<file path="config.mk">
export PLATFORM = sky130hd
export DESIGN_NAME = frame_gen_16qam
export DESIGN_NICKNAME = d
export VERILOG_FILES = /design/src/rtl/qam_frame_pkg.sv /design/src/rtl/sym_pack.sv /design/src/rtl/frame_gen_16qam.sv
export SDC_FILE = /design/constraint.sdc
export NUM_CORES = 1
export LEC_CHECK = 0
export CORE_AREA = 2 2 77 97
export DETAILED_ROUTE_END_ITERATION = 6
export DIE_AREA = 0 0 79 99
export PLACE_DENSITY = 0.54
export SYNTH_ARGS = -nofsm -noshare
export SYNTH_HDL_FRONTEND = slang
export SYNTH_HIERARCHICAL = 1
export SYNTH_SLANG_ARGS = --single-unit
export TNS_END_PERCENT = 5
</file>
<file path="constraint.sdc">
create_clock -name clock -period 2.4 [get_ports clock]
set_clock_uncertainty 0.2 [all_clocks]
set_input_delay 0.24 -clock clock [delete_from_list [all_inputs] [get_ports clock]]
set_output_delay 0.24 -clock clock [all_outputs]
set_load 0.01 [all_outputs]
</file>
<file path="src/rtl/qam_frame_pkg.sv">
// Shared definitions for the 16-QAM frame generator: state encoding,
// sym_type codes, preamble nibbles and the optional payload scrambler.
// Optional feature macro: FRAME_SCRAMBLER_EN (payload scrambler).
package qam_frame_pkg;

    // Frame sequencer states, kept as plain constants for legacy tools.
    typedef logic [2:0] state_t;
    localparam state_t ST_IDLE = 3'd0;
    localparam state_t ST_PRE  = 3'd1;
    localparam state_t ST_SYNC = 3'd2;
    localparam state_t ST_HDR  = 3'd3;
    localparam state_t ST_PAY  = 3'd4;

    // Field codes reported on sym_type.
    localparam logic [1:0] TYPE_PRE  = 2'd0;
    localparam logic [1:0] TYPE_SYNC = 2'd1;
    localparam logic [1:0] TYPE_HDR  = 2'd2;
    localparam logic [1:0] TYPE_PAY  = 2'd3;

    // Preamble alternates between the two corner points, even index first.
    localparam logic [3:0] PRE_NIB_EVEN = 4'h0;
    localparam logic [3:0] PRE_NIB_ODD  = 4'hF;

`ifdef FRAME_SCRAMBLER_EN
    // Additive scrambler x^7 + x^4 + 1; taps select state bits 6 and 3.
    localparam logic [6:0] LFSR_SEED = 7'h7F;
    localparam logic [6:0] LFSR_TAPS = 7'b100_1000;

    typedef struct packed {
        logic [6:0] state;
        logic [3:0] nib;
    } scr_step_t;

    // Advance the scrambler by four bits; the first bit produced lands in the nibble MSB.
    function automatic scr_step_t lfsr_step4(input logic [6:0] s);
        scr_step_t r;
        logic      fb;
        r.state = s;
        r.nib   = '0;
        for (int i = 3; i >= 0; i--) begin
            fb       = ^(r.state & LFSR_TAPS);
            r.nib[i] = fb;
            r.state  = {r.state[5:0], fb};
        end
        return r;
    endfunction
`endif

endpackage

</file>
<file path="src/rtl/sym_pack.sv">
// Serial-to-nibble packer with a one-entry hold register. Bits are packed
// MSB-first; a finished group moves into the hold register, which the frame
// sequencer empties with take. A group completing in the same cycle as a
// take lands in the hold register, so no bit is lost.
module sym_pack (
    input  logic       clock,
    input  logic       reset,
    input  logic       bit_in,
    input  logic       bit_valid,
    input  logic       take,
    output logic       bit_ready,
    output logic       hold_full,
    output logic [3:0] hold_data
);

    logic [2:0] shift;
    logic [1:0] fill;
    logic       accept;
    logic       complete;

    // Stall only when the hold register is occupied and the fourth bit has nowhere to go.
    assign bit_ready = !(hold_full && fill == 2'd3);
    assign accept    = bit_valid && bit_ready;
    assign complete  = accept && fill == 2'd3;

    // Shift accepted bits in and hand finished groups to the hold register.
    always_ff @(posedge clock) begin
        if (reset) begin
            shift     <= '0;
            fill      <= '0;
            hold_full <= 1'b0;
            hold_data <= '0;
        end else begin
            if (accept) begin
                shift <= {shift[1:0], bit_in};
                fill  <= fill + 2'd1;
            end
            if (complete) begin
                hold_data <= {shift, bit_in};
                hold_full <= 1'b1;
            end else if (take) begin
                hold_full <= 1'b0;
            end
        end
    end

endmodule

</file>
<file path="src/rtl/frame_gen_16qam.sv">
// 16-QAM frame generator: preamble, sync word, frame counter header and
// packed payload nibbles, advanced one symbol per sym_req.
// Optional feature macro: FRAME_SCRAMBLER_EN scrambles payload nibbles with
// an additive LFSR restarted at every frame.
module frame_gen_16qam #(
    parameter int          PRE_LEN   = 8,
    parameter int          PAY_LEN   = 64,
    parameter logic [15:0] SYNC_WORD = 16'hE25B
) (
    input  logic       clock,
    input  logic       reset,
    input  logic       bit_in,
    input  logic       bit_valid,
    output logic       bit_ready,
    input  logic       sym_req,
    output logic [3:0] symbol,
    output logic       sym_valid,
    output logic [1:0] sym_type,
    output logic       frame_start,
    output logic       underrun
);
    import qam_frame_pkg::*;

    localparam logic [9:0] PRE_LAST = 10'(PRE_LEN - 1);
    localparam logic [9:0] PAY_LAST = 10'(PAY_LEN - 1);

    // state/cnt describe the symbol currently on the outputs.
    state_t     state;
    state_t     nxt_state;
    logic [9:0] cnt;
    logic [9:0] nxt_cnt;
    logic [7:0] frame_cnt;
    logic [3:0] nxt_symbol;
    logic [1:0] nxt_type;
    logic       nxt_first;
    logic       last_pay;
    logic       take;
    logic       hold_full;
    logic [3:0] hold_data;
    logic [3:0] pay_nib;

    sym_pack u_pack (
        .clock     (clock),
        .reset     (reset),
        .bit_in    (bit_in),
        .bit_valid (bit_valid),
        .take      (take),
        .bit_ready (bit_ready),
        .hold_full (hold_full),
        .hold_data (hold_data)
    );

    // Position of the symbol that the next sym_req will put on the outputs.
    always_comb begin
        // NOTE: combinational logic uses blocking assignments, and every output gets a default first so no latch is inferred.
        nxt_state = state;
        nxt_cnt   = cnt + 10'd1;
        case (state)
            ST_IDLE: begin
                nxt_state = ST_PRE;
                nxt_cnt   = '0;
            end
            ST_PRE: if (cnt == PRE_LAST) begin
                nxt_state = ST_SYNC;
                nxt_cnt   = '0;
            end
            ST_SYNC: if (cnt == 10'd3) begin
                nxt_state = ST_HDR;
                nxt_cnt   = '0;
            end
            ST_HDR: if (cnt == 10'd1) begin
                nxt_state = ST_PAY;
                nxt_cnt   = '0;
            end
            ST_PAY: if (cnt == PAY_LAST) begin
                nxt_state = ST_PRE;
                nxt_cnt   = '0;
            end
            default: begin
                nxt_state = ST_IDLE;
                nxt_cnt   = '0;
            end
        endcase
    end

    assign last_pay  = (state == ST_PAY) && (cnt == PAY_LAST);
    assign nxt_first = (nxt_state == ST_PRE) && (nxt_cnt == 10'd0);
    assign take      = sym_req && (nxt_state == ST_PAY);

`ifdef FRAME_SCRAMBLER_EN
    logic [6:0] scr_state;
    scr_step_t  scr_step;

    assign scr_step = lfsr_step4(scr_state);
    assign pay_nib  = hold_data ^ scr_step.nib;

    // Scrambler restarts with each frame and steps once per payload symbol, starved or not.
    always_ff @(posedge clock) begin
        if (reset) begin
            scr_state <= LFSR_SEED;
        end else if (sym_req) begin
            if (nxt_first) begin
                scr_state <= LFSR_SEED;
            end else if (nxt_state == ST_PAY) begin
                scr_state <= scr_step.state;
            end
        end
    end
`else
    assign pay_nib = hold_data;
`endif

    // Symbol value and field code for the next position.
    always_comb begin
        nxt_symbol = '0;
        nxt_type   = TYPE_PRE;
        case (nxt_state)
            ST_PRE: begin
                nxt_type   = TYPE_PRE;
                nxt_symbol = nxt_cnt[0] ? PRE_NIB_ODD : PRE_NIB_EVEN;
            end
            ST_SYNC: begin
                nxt_type = TYPE_SYNC;
                case (nxt_cnt[1:0])
                    2'd0:    nxt_symbol = SYNC_WORD[15:12];
                    2'd1:    nxt_symbol = SYNC_WORD[11:8];
                    2'd2:    nxt_symbol = SYNC_WORD[7:4];
                    default: nxt_symbol = SYNC_WORD[3:0];
                endcase
            end
            ST_HDR: begin
                nxt_type   = TYPE_HDR;
                nxt_symbol = nxt_cnt[0] ? frame_cnt[3:0] : frame_cnt[7:4];
            end
            ST_PAY: begin
                nxt_type   = TYPE_PAY;
                nxt_symbol = hold_full ? pay_nib : 4'h0;
            end
            default: begin
                nxt_type   = TYPE_PRE;
                nxt_symbol = '0;
            end
        endcase
    end

    // Register the sequencer and the outputs on each symbol request.
    always_ff @(posedge clock) begin
        if (reset) begin
            state       <= ST_IDLE;
            cnt         <= '0;
            frame_cnt   <= '0;
            symbol      <= '0;
            sym_valid   <= 1'b0;
            sym_type    <= TYPE_PRE;
            frame_start <= 1'b0;
            underrun    <= 1'b0;
        end else if (sym_req) begin
            state       <= nxt_state;
            cnt         <= nxt_cnt;
            symbol      <= nxt_symbol;
            sym_type    <= nxt_type;
            sym_valid   <= (nxt_state != ST_IDLE);
            frame_start <= nxt_first;
            if (last_pay) begin
                frame_cnt <= frame_cnt + 8'd1;
            end
            if (nxt_state == ST_PAY && !hold_full) begin
                underrun <= 1'b1;
            end
        end
    end

endmodule

</file>
# After elaboration in Yosys (flattened, before gate mapping)
# Index checks and enable logic that the tools add are counted.
[totals]
regBits = 40
word_cells = 64
[classes]
muxes = 18
n_eq_ne = 15
add_sub_neg = 3
n_reduce_logical = 16
[op_table]
columns = ["operator", "n"]
rows = [
  ["$mux W10", 4],
  ["$pmux W10 S4", 1],
  ["$pmux W4 S4", 1],
  ["$pmux W3 S5", 1],
  ["$eq A3 B2 Y1 const B", 4],
  ["$mux W3", 4],
  ["$mux W4", 3],
  ["$pmux W4 S3", 1],
  ["$add A10 B1 Y10 const B", 1],
  ["$eq A10 B1 Y1 const B", 1],
  ["$eq A10 B2 Y1 const B", 1],
  ["$eq A10 B3 Y1 const B", 1],
  ["$eq A10 B6 Y1 const B", 1],
  ["$logic_not A10 Y1", 1],
  ["$add A8 B1 Y8 const B", 1],
  ["$logic_and A1 B1 Y1", 7],
  ["$eq A3 B1 Y1 const B", 2],
  ["$eq A3 B3 Y1 const B", 2],
  ["$pmux W2 S3", 1],
  ["$eq A2 B2 Y1 const B", 2],
  ["$reduce_and A2 Y1", 2],
  ["$logic_not A3 Y1", 1],
  ["$reduce_bool A3 Y1", 1],
  ["$add A2 B1 Y2 const B", 1],
  ["other kinds (5)", 7],
]

# Longest topological paths before layout
# Gate-level depths: netlist (run 1).
[depth]
depth_word = 7
ltp_mapped = 12
depth_no_buf = 11

# Modules after synthesis
# Netlist (run 1), hierarchy kept.
[by_module_without_submodules]
columns = ["mod", "cells_per_inst", "instances", "area_each_um2", "seq_area_each_um2"]
rows = [
  ["frame_gen_16qam", 238, 1, 1905.6, 600.6],
  ["sym_pack", 38, 1, 430.4, 200.2],
]

# Worst setup path before layout (run 1)
# Ideal clock, no wire load.
[synth_path]
kind = "reg2reg"
from = "reg cnt[0]"
to = "reg symbol[3]"
slack_ps = -231
t_arrival_ps = 2305
path_stages_with_launch = 12
n_path_buf = 1
t_required_ps = 2074
synth_period_minus_slack_ps = 2631
cell_sequence = "dfxtp_1 ha_1 a21boi_0 o221ai_1 o211a_2 buf_4 nor2_1 inv_1 ha_1 nor2_1 a311oi_1 a21oi_1"
[synth_via]
elab_chain_cells = 6
word_cells_on_any_way = 26
cone_classes = "add/sub: 1; eq/ne: 10; mux: 14; reduce/logical: 1"
[synth_rtl]
columns = ["element", "line", "rtl"]
rows = [
  ["from (decl)", "frame_gen_16qam.sv:30", "logic [9:0] cnt;"],
  ["from (signal assigned)", "frame_gen_16qam.sv:159", "cnt <= nxt_cnt;"],
  ["$add A10 B1 Y10, or another cell as far along", "frame_gen_16qam.sv:57", "nxt_cnt = cnt + 10'd1;"],
  ["$mux W10, on equally long branches", "--", ""],
  ["$pmux W10 S4 (*)", "frame_gen_16qam.sv:58", "case (state)"],
  ["net nxt_cnt[1]", "frame_gen_16qam.sv:31", "logic [9:0] nxt_cnt;"],
  ["$eq A2 B2 Y1, or another cell as far along", "frame_gen_16qam.sv:124", "case (nxt_cnt[1:0])"],
  ["$pmux W4 S3 (*)", "frame_gen_16qam.sv:124", ""],
  ["$pmux W4 S4 (*)", "frame_gen_16qam.sv:117", "case (nxt_state)"],
  ["to (signal assigned)", "frame_gen_16qam.sv:160", "symbol <= nxt_symbol;"],
  ["to (decl)", "frame_gen_16qam.sv:16", "output logic [3:0] symbol,"],
]
# The timed path passes the listed nets; every way through them passes the cells marked *.
# A chain may end at the register's enable or synchronous reset.

# Worst setup path in the final report (run 1)
[layout_path]
from = "reg cnt[9]"
to = "reg symbol[1]"
[layout_via]
elab_chain_cells = 6
word_cells_on_any_way = 25
cone_classes = "eq/ne: 10; mux: 14; reduce/logical: 1"
[layout_rtl]
columns = ["element", "line", "rtl"]
rows = [
  ["$eq A10 B6 Y1, or another cell as far along", "frame_gen_16qam.sv:75", "ST_PAY: if (cnt == PAY_LAST) begin"],
  ["$mux W10, on equally long branches", "--", ""],
  ["$pmux W10 S4 (*)", "frame_gen_16qam.sv:58", ""],
  ["net nxt_cnt[1]", "frame_gen_16qam.sv:31", ""],
  ["$eq A2 B2 Y1, or another cell as far along", "frame_gen_16qam.sv:124", ""],
  ["$pmux W4 S3 (*)", "frame_gen_16qam.sv:124", ""],
  ["$pmux W4 S4 (*)", "frame_gen_16qam.sv:117", ""],
]
# Marked as above.

==> results of run 1 <==
==> power by group <==
part,switching (W),leakage [nW],internal (W)
logic,0.000108,0.754,0.0000943
registers,0.0000140,0.327,0.000680
clock network,0.000262,0.0404,0.000206
==> routing by layer <==
layer	vias up	part of all wire (%)	track usage, %
met3	4	2.8	2.93
met5	-	0	0
li1	1079	-	-
met1	1004	45	19.5
met2	23	51	27.6
met4	0	1.2	5.44
==> area by class of cell <==
| cell class | instances | share of cell area, % |
|---|---|---|
| clock inverters | 3 | 0.815 |
| repair buffers | 44 | 12.5 |
| flip-flops and latches | 40 | 27.7 |
| clock buffers | 5 | 2.36 |
| well taps | 90 | 3.86 |
| multi-input cells | 213 | 51.3 |
| inverters | 11 | 1.42 |
==> cell usage in the layout, fill, tap and decap left out, drive strengths merged, types with 3 or more instances in the layout <==
master         Yosys  routed
dfxtp             40      40
nor2              34      34
buf                6      30
a21oi             17      17
nand2             16      16
clkdlybuf4s50      0      14
nand2b            13      13
o21ai             12      12
mux2i             11      11
nand3             11      11
inv               11      11
ha                 8       8
nor2b              6       6
a31oi              6       6
nand4              5       5
xnor2              5       5
clkbuf             6       5
a211oi             4       4
a21o               4       4
nor3               4       4
and3               4       4
nand3b             4       4
a311oi             4       4
nor4               3       3
xor2               3       3
and4               3       3
a22oi              3       3
a21bo              3       3
nor3b              3       3
==> sequential cells by signal (all words and copies together) (netlist names) <==
register and flops:
underrun 1, u_pack/shift 3, u_pack/hold_data 4, u_pack/fill 2, frame_cnt 8, symbol 4
state 3, sym_valid 1, u_pack/hold_full 1, cnt 10, sym_type 2, frame_start 1
==> per-stage QoR <==
stage               hold WS [ns]  util, %  total power (W)
floorplan                  0.216        -         0.000831
finish                     0.278     42.3          0.00136
global route               0.310     42.3          0.00144
CTS                        0.280     41.9          0.00138
global placement           0.251     40.6         0.000908
detailed placement         0.265     40.6         0.000910
==> worst max-delay path, delay by kind of cell, from the launching register on <==
| family | cells | cell delay (ns) |
|---|---|---|
| buf+inv | 1 | 0.14 |
| flops | 1 | 0.32 |
| fa+ha+maj | 1 | 0.17 |
| compound gates | 4 | 0.70 |
| simple gates | 3 | 0.74 |
==> worst paths after layout <==
path	from	endpoint	cells after the start
worst min register to register	underrun$_SDFFE_PP0P_	underrun$_SDFFE_PP0P_	2
worst min-delay path	underrun$_SDFFE_PP0P_	underrun$_SDFFE_PP0P_	2
worst max register to register	cnt[9]$_SDFFE_PP0P_	symbol[1]$_SDFFE_PP0P_	9
worst max-delay path	cnt[9]$_SDFFE_PP0P_	symbol[1]$_SDFFE_PP0P_	9
==> cell families after synthesis <==
logic type                 Yosys count  share of synthesized area [%]
and+or+nand+nor                    115                           27.2
muxes                               13                           6.00
AOI/OAI and AO/OA                   69                           21.3
buffers and inverters               23                           4.02
xor gates and xnor gates             8                           3.00
DFF                                 40                           34.3
adders and majority gates            8                           4.29
==> what timing repair did <==
item | CTS | global route
gates resized for setup | 0 | 10
endpoints found under the setup margin | 0 | 18
setup buffers | 0 | 0
hold buffers | 0 | 0
==> flow_summary.yaml, run 1 <==
place:
  dp_slack_ns: 0.0441
  place.gp.congestion: 0.874
  place_inst: 398
  hpwl_um: 4390
  dpl_cell_area_um2: 2800
  port_buffers: 14
timing:
  slew_violations: 0
  worst_slew_pin_slew_ns: 0.472
  rsz0062_at_grt: "true"
  fin_ws_ns: 0.0691
  relSlewSlack_pct: 68.5
  period_share_pct: 97.1
  fmax_ghz: 0.429
  fin_crit_ns: 2.33
  finalSetupTns_ns: 0
  hold_viol_final: 0
  setup_viol: 0
job:
  drv_cap: 0
die:
  die_w_um: 79
  dieArea_um2: 7820
  initial_core_util_pct: 33.9
  fp.coreArea_um2: 6890
  ioPinCount: 15
  core.rowCount: 34
  chipHeight_um: 99
synthesis:
  synthTopCellsByCount: "dfxtp_1 (40), nor2_1 (34), a21oi_1 (17), nand2_1 (16), nand2b_1 (13)"
  avgSynthCellArea_um2: 8.46
  synth_area_leaders: "dfxtp_1 (34%), nor2_1 (5.5%), mux2i_1 (4.7%)"
  syn-num-nets: 289
  synth.top_cell.area_share_pct: 34.3
  synth_edf_count: 0
  synth_cell_types: 60
  synth_flop_cell: "dfxtp_1"
  syn_area_um2: 2340
  netlist_instances: 276
  synth_top_area_cell: "dfxtp_1"
  synth-seq-area-share_pct: 34.3
  ys_async_sr_fraction_pct: 0
  yosysMostFrequentCell: "dfxtp_1"
  ys_seq_elements: 40
  yosys_warnings: 6
clock_tree:
  cts_tree: "yes"
  clock_latency_ns: 0.30
  clock-sinks: 40
  clk_pin_slew_ns: 0.09
  clockRootBuffer: "clkbuf_8"
  h-tree-depth: 2
  clock_path_buffers: 2
  numCtsBuffers: 5
layout:
  fin_nets: 328
  final_cell_area_um2: 2920
  multiInputGateArea_um2: 1500
  n_antenna_cell: 0
  fin_cells: 406
  ff_latch_area_um2: 808
  area_growth_syn_to_layout_pct: 24.8
  drive_gt1_share_pct: 21.2
  num-fill-cells: 731
global_routing:
  overflow: 0
  first_global_vias: 2069
  grtUsageTotal_pct: 15.9
  grt_antenna_before_repair: 0
  grt_pass1_wl_um: 9940
  grt_max_degree: 25
min_path:
  hp-class: "register to register"
route:
  drt_wl_total_um: 5810
  drt-pass1-iter-count: 4
  ant_nets: 0
  via_count: 2110
  remaining_drc_errors: 0
  drt_iter0_drc: 133
  routedWlPerCell_um: 14.3
  vias_per_cell: 5.20
critical_path:
  startpoint_type: "register"
  critical_path_required_ns: 2.43
  endpoint_kind: "register"
  crit_arrival_ns: 2.36
  r2r_slack_ns: 0.07
  critPathKind: "register to register"
  path_cells: "or4_4 > o31ai_4 > o211a_4 > nor2_4 > buf_4 > ha_1 > nor2_1 > a311oi_1 > a21oi_1"
  critPathSlowestCell: "or4_4"
  critPathMaxStageDelay_ns: 0.59
  cp_max_fo: 3
run_status:
  status: "completed"
pwr:
  peakVddDrop_v: 0.000285
  power_leakage_nw: 1.12
  power.density_nw_per_um2: 468
Note: power is estimated with default switching activity, not from simulation.
==> run 2: changes to the inputs <==
Settings changed: ABC_CLOCK_PERIOD_IN_PS from default to 2400, CORE_AREA 2 2 77 97 to 2 2 98 76, DIE_AREA 0 0 79 99 to 0 0 100 78, PLACE_DENSITY 0.54 to 0.55.
==> run 2 against run 1 <==
Compared with the run above: first-iteration DRC count decreased by 0.75%; hold slack worse by 0.0062 ns; critical path depth decreased by 2; critical path type unchanged; largest cell class unchanged; largest power group unchanged.
==> flow_summary.yaml, run 2 (synthesis results as in run 1) <==
run_status:
  status: "completed"
timing:
  relSlewSlack_pct: 62.5
  rsz0062_at_grt: "true"
  period_share_pct: 98.8
  worst_slew_pin_slew_ns: 0.561
  finalSetupTns_ns: 0
  hold_viol_final: 0
  fin_crit_ns: 2.37
  fin_ws_ns: 0.0277
  holdWs_ns: 0.272
  slew_violations: 0
  setup_viol: 0
  fmax_ghz: 0.422
pwr:
  p_sw_share_pct: 26.9
  p_comb_share_pct: 13.7
  p_seq_share_pct: 46.6
  p_switching_w: 0.000400
  power.density_nw_per_um2: 502
  power_leakage_nw: 1.15
  clkPwrFrac_pct: 39.6
  p_int_w: 0.00109
  peakVddDrop_v: 0.000212
critical_path:
  endpoint_kind: "register"
  startpoint_type: "register"
  critPathKind: "register to register"
  critical_path_required_ns: 2.41
  cp_max_fo: 3
  path_cells: "or4_4 > buf_4 > nor3_4 > and4_1 > and3_2 > nand3_2 > mux2_4"
  crit_arrival_ns: 2.38
  critPathSlowestCell: "or4_4"
  critPathMaxStageDelay_ns: 0.55
layout:
  fin_cells: 402
  drive_gt1_share_pct: 21.4
  area_growth_syn_to_layout_pct: 26.9
  fin_nets: 330
  num-fill-cells: 679
  final_cell_area_um2: 2970
  ff_latch_area_um2: 811
  final_cell_mix: "dfxtp_1 (36), nor2_1 (33), buf_4 (30)"
  largest_reg_flops: 10
  multiInputGateArea_um2: 1500
  layout_commonest_cell: "dfxtp_1"
  top_regs: "cnt x10, frame_cnt x8"
  regMostFlops: "cnt"
  n_antenna_cell: 0
clock_tree:
  cts_hold_buffers: 0
  numCtsBuffers: 5
  clock_path_buffers: 2
  cts_tree: "yes"
  clockRootBuffer: "clkbuf_8"
  clock-sinks: 40
  h-tree-depth: 2
  clock_latency_ns: 0.30
  clk_pin_slew_ns: 0.09
die:
  fp.coreArea_um2: 6770
  dieArea_um2: 7800
  chipHeight_um: 78
  core.rowCount: 26
  die_w_um: 100
  initial_core_util_pct: 34.5
  ioPinCount: 15
route:
  via_count: 2147
  drt-pass1-iter-count: 4
  remaining_drc_errors: 0
  ant_nets: 0
  drt_iter0_drc: 132
  drt_wl_total_um: 6100
  vias_per_cell: 5.34
  routedWlPerCell_um: 15.2
global_routing:
  grt_pass1_wl_um: 9730
  grt_antenna_before_repair: 0
  grt_max_degree: 42
  grtUsageTotal_pct: 16.0
  overflow: 0
  first_global_vias: 1875
place:
  place_inst: 391
  port_buffers: 14
  dpl_cell_area_um2: 2800
  hpwl_um: 4470
  dp_slack_ns: 0.0346
  place.gp.congestion: 0.822
min_path:
  hp-class: "register to register"
job:
  drv_cap: 0
[run 2: area by class of cell]
| cell class | instances | area share [%] |
|---|---|---|
| clock buffer | 5 | 2.32 |
| multi-input combinational | 213 | 50.5 |
| clock inverter | 3 | 1.56 |
| timing repair buffer | 46 | 13.4 |
| sequential | 40 | 27.3 |
| tap | 84 | 3.54 |
| inverter | 11 | 1.39 |
[run 2: final timing paths]
kind | start | to | slack, ns | cells past startpoint
setup / recovery | cnt[7]$_SDFFE_PP0P_ | frame_cnt[6]$_SDFFE_PP0P_ | 0.03 | 7
hold / removal | frame_start$_SDFFE_PP0P_ | frame_start$_SDFFE_PP0P_ | 0.27 | 2
setup reg to reg | cnt[7]$_SDFFE_PP0P_ | frame_cnt[6]$_SDFFE_PP0P_ | 0.03 | 7
hold reg to reg | frame_start$_SDFFE_PP0P_ | frame_start$_SDFFE_PP0P_ | 0.27 | 2
[run 2: per-layer routing]
layer  vias to the layer above  wire (um)  global-route usage [%]
li1                       1088          -                       -
met1                       997       3240                    25.3
met2                        54       2480                    20.7
met3                         8        307                    3.60
met4                         0         71                    4.79
met5                         -          0                       0
[run 2: worst max-delay path: cells and delay by family (launching register included)]
| kind | cells | cell delay, ns |
|---|---|---|
| simple gates | 5 | 1.27 |
| flops | 1 | 0.33 |
| mux | 1 | 0.30 |
| buf+inv | 1 | 0.18 |
[run 2: repair_timing]
action                                  in CTS  in global routing
resized for setup                            0                 11
endpoints found under the setup margin       0                 11
setup buffers                                0                  3
[run 2: power groups by stage]
stage	sequential, W	clock, W	combinational (W)
after floorplan	0.000713	0	0.000118
after global placement	0.000710	0	0.000197
after detailed placement	0.000711	0	0.000197
after CTS	0.000696	0.000599	0.000198
after global routing	0.000697	0.000630	0.000225
final	0.000694	0.000590	0.000204
[run 2: per-stage QoR]
| step | util [%] | power [W] |
|---|---|---|
| floorplan | - | 0.000831 |
| global placement | 41.3 | 0.000908 |
| detailed placement | 41.3 | 0.000908 |
| CTS | 43.0 | 0.00149 |
| global route | 43.8 | 0.00155 |
| finish | 43.8 | 0.00149 |
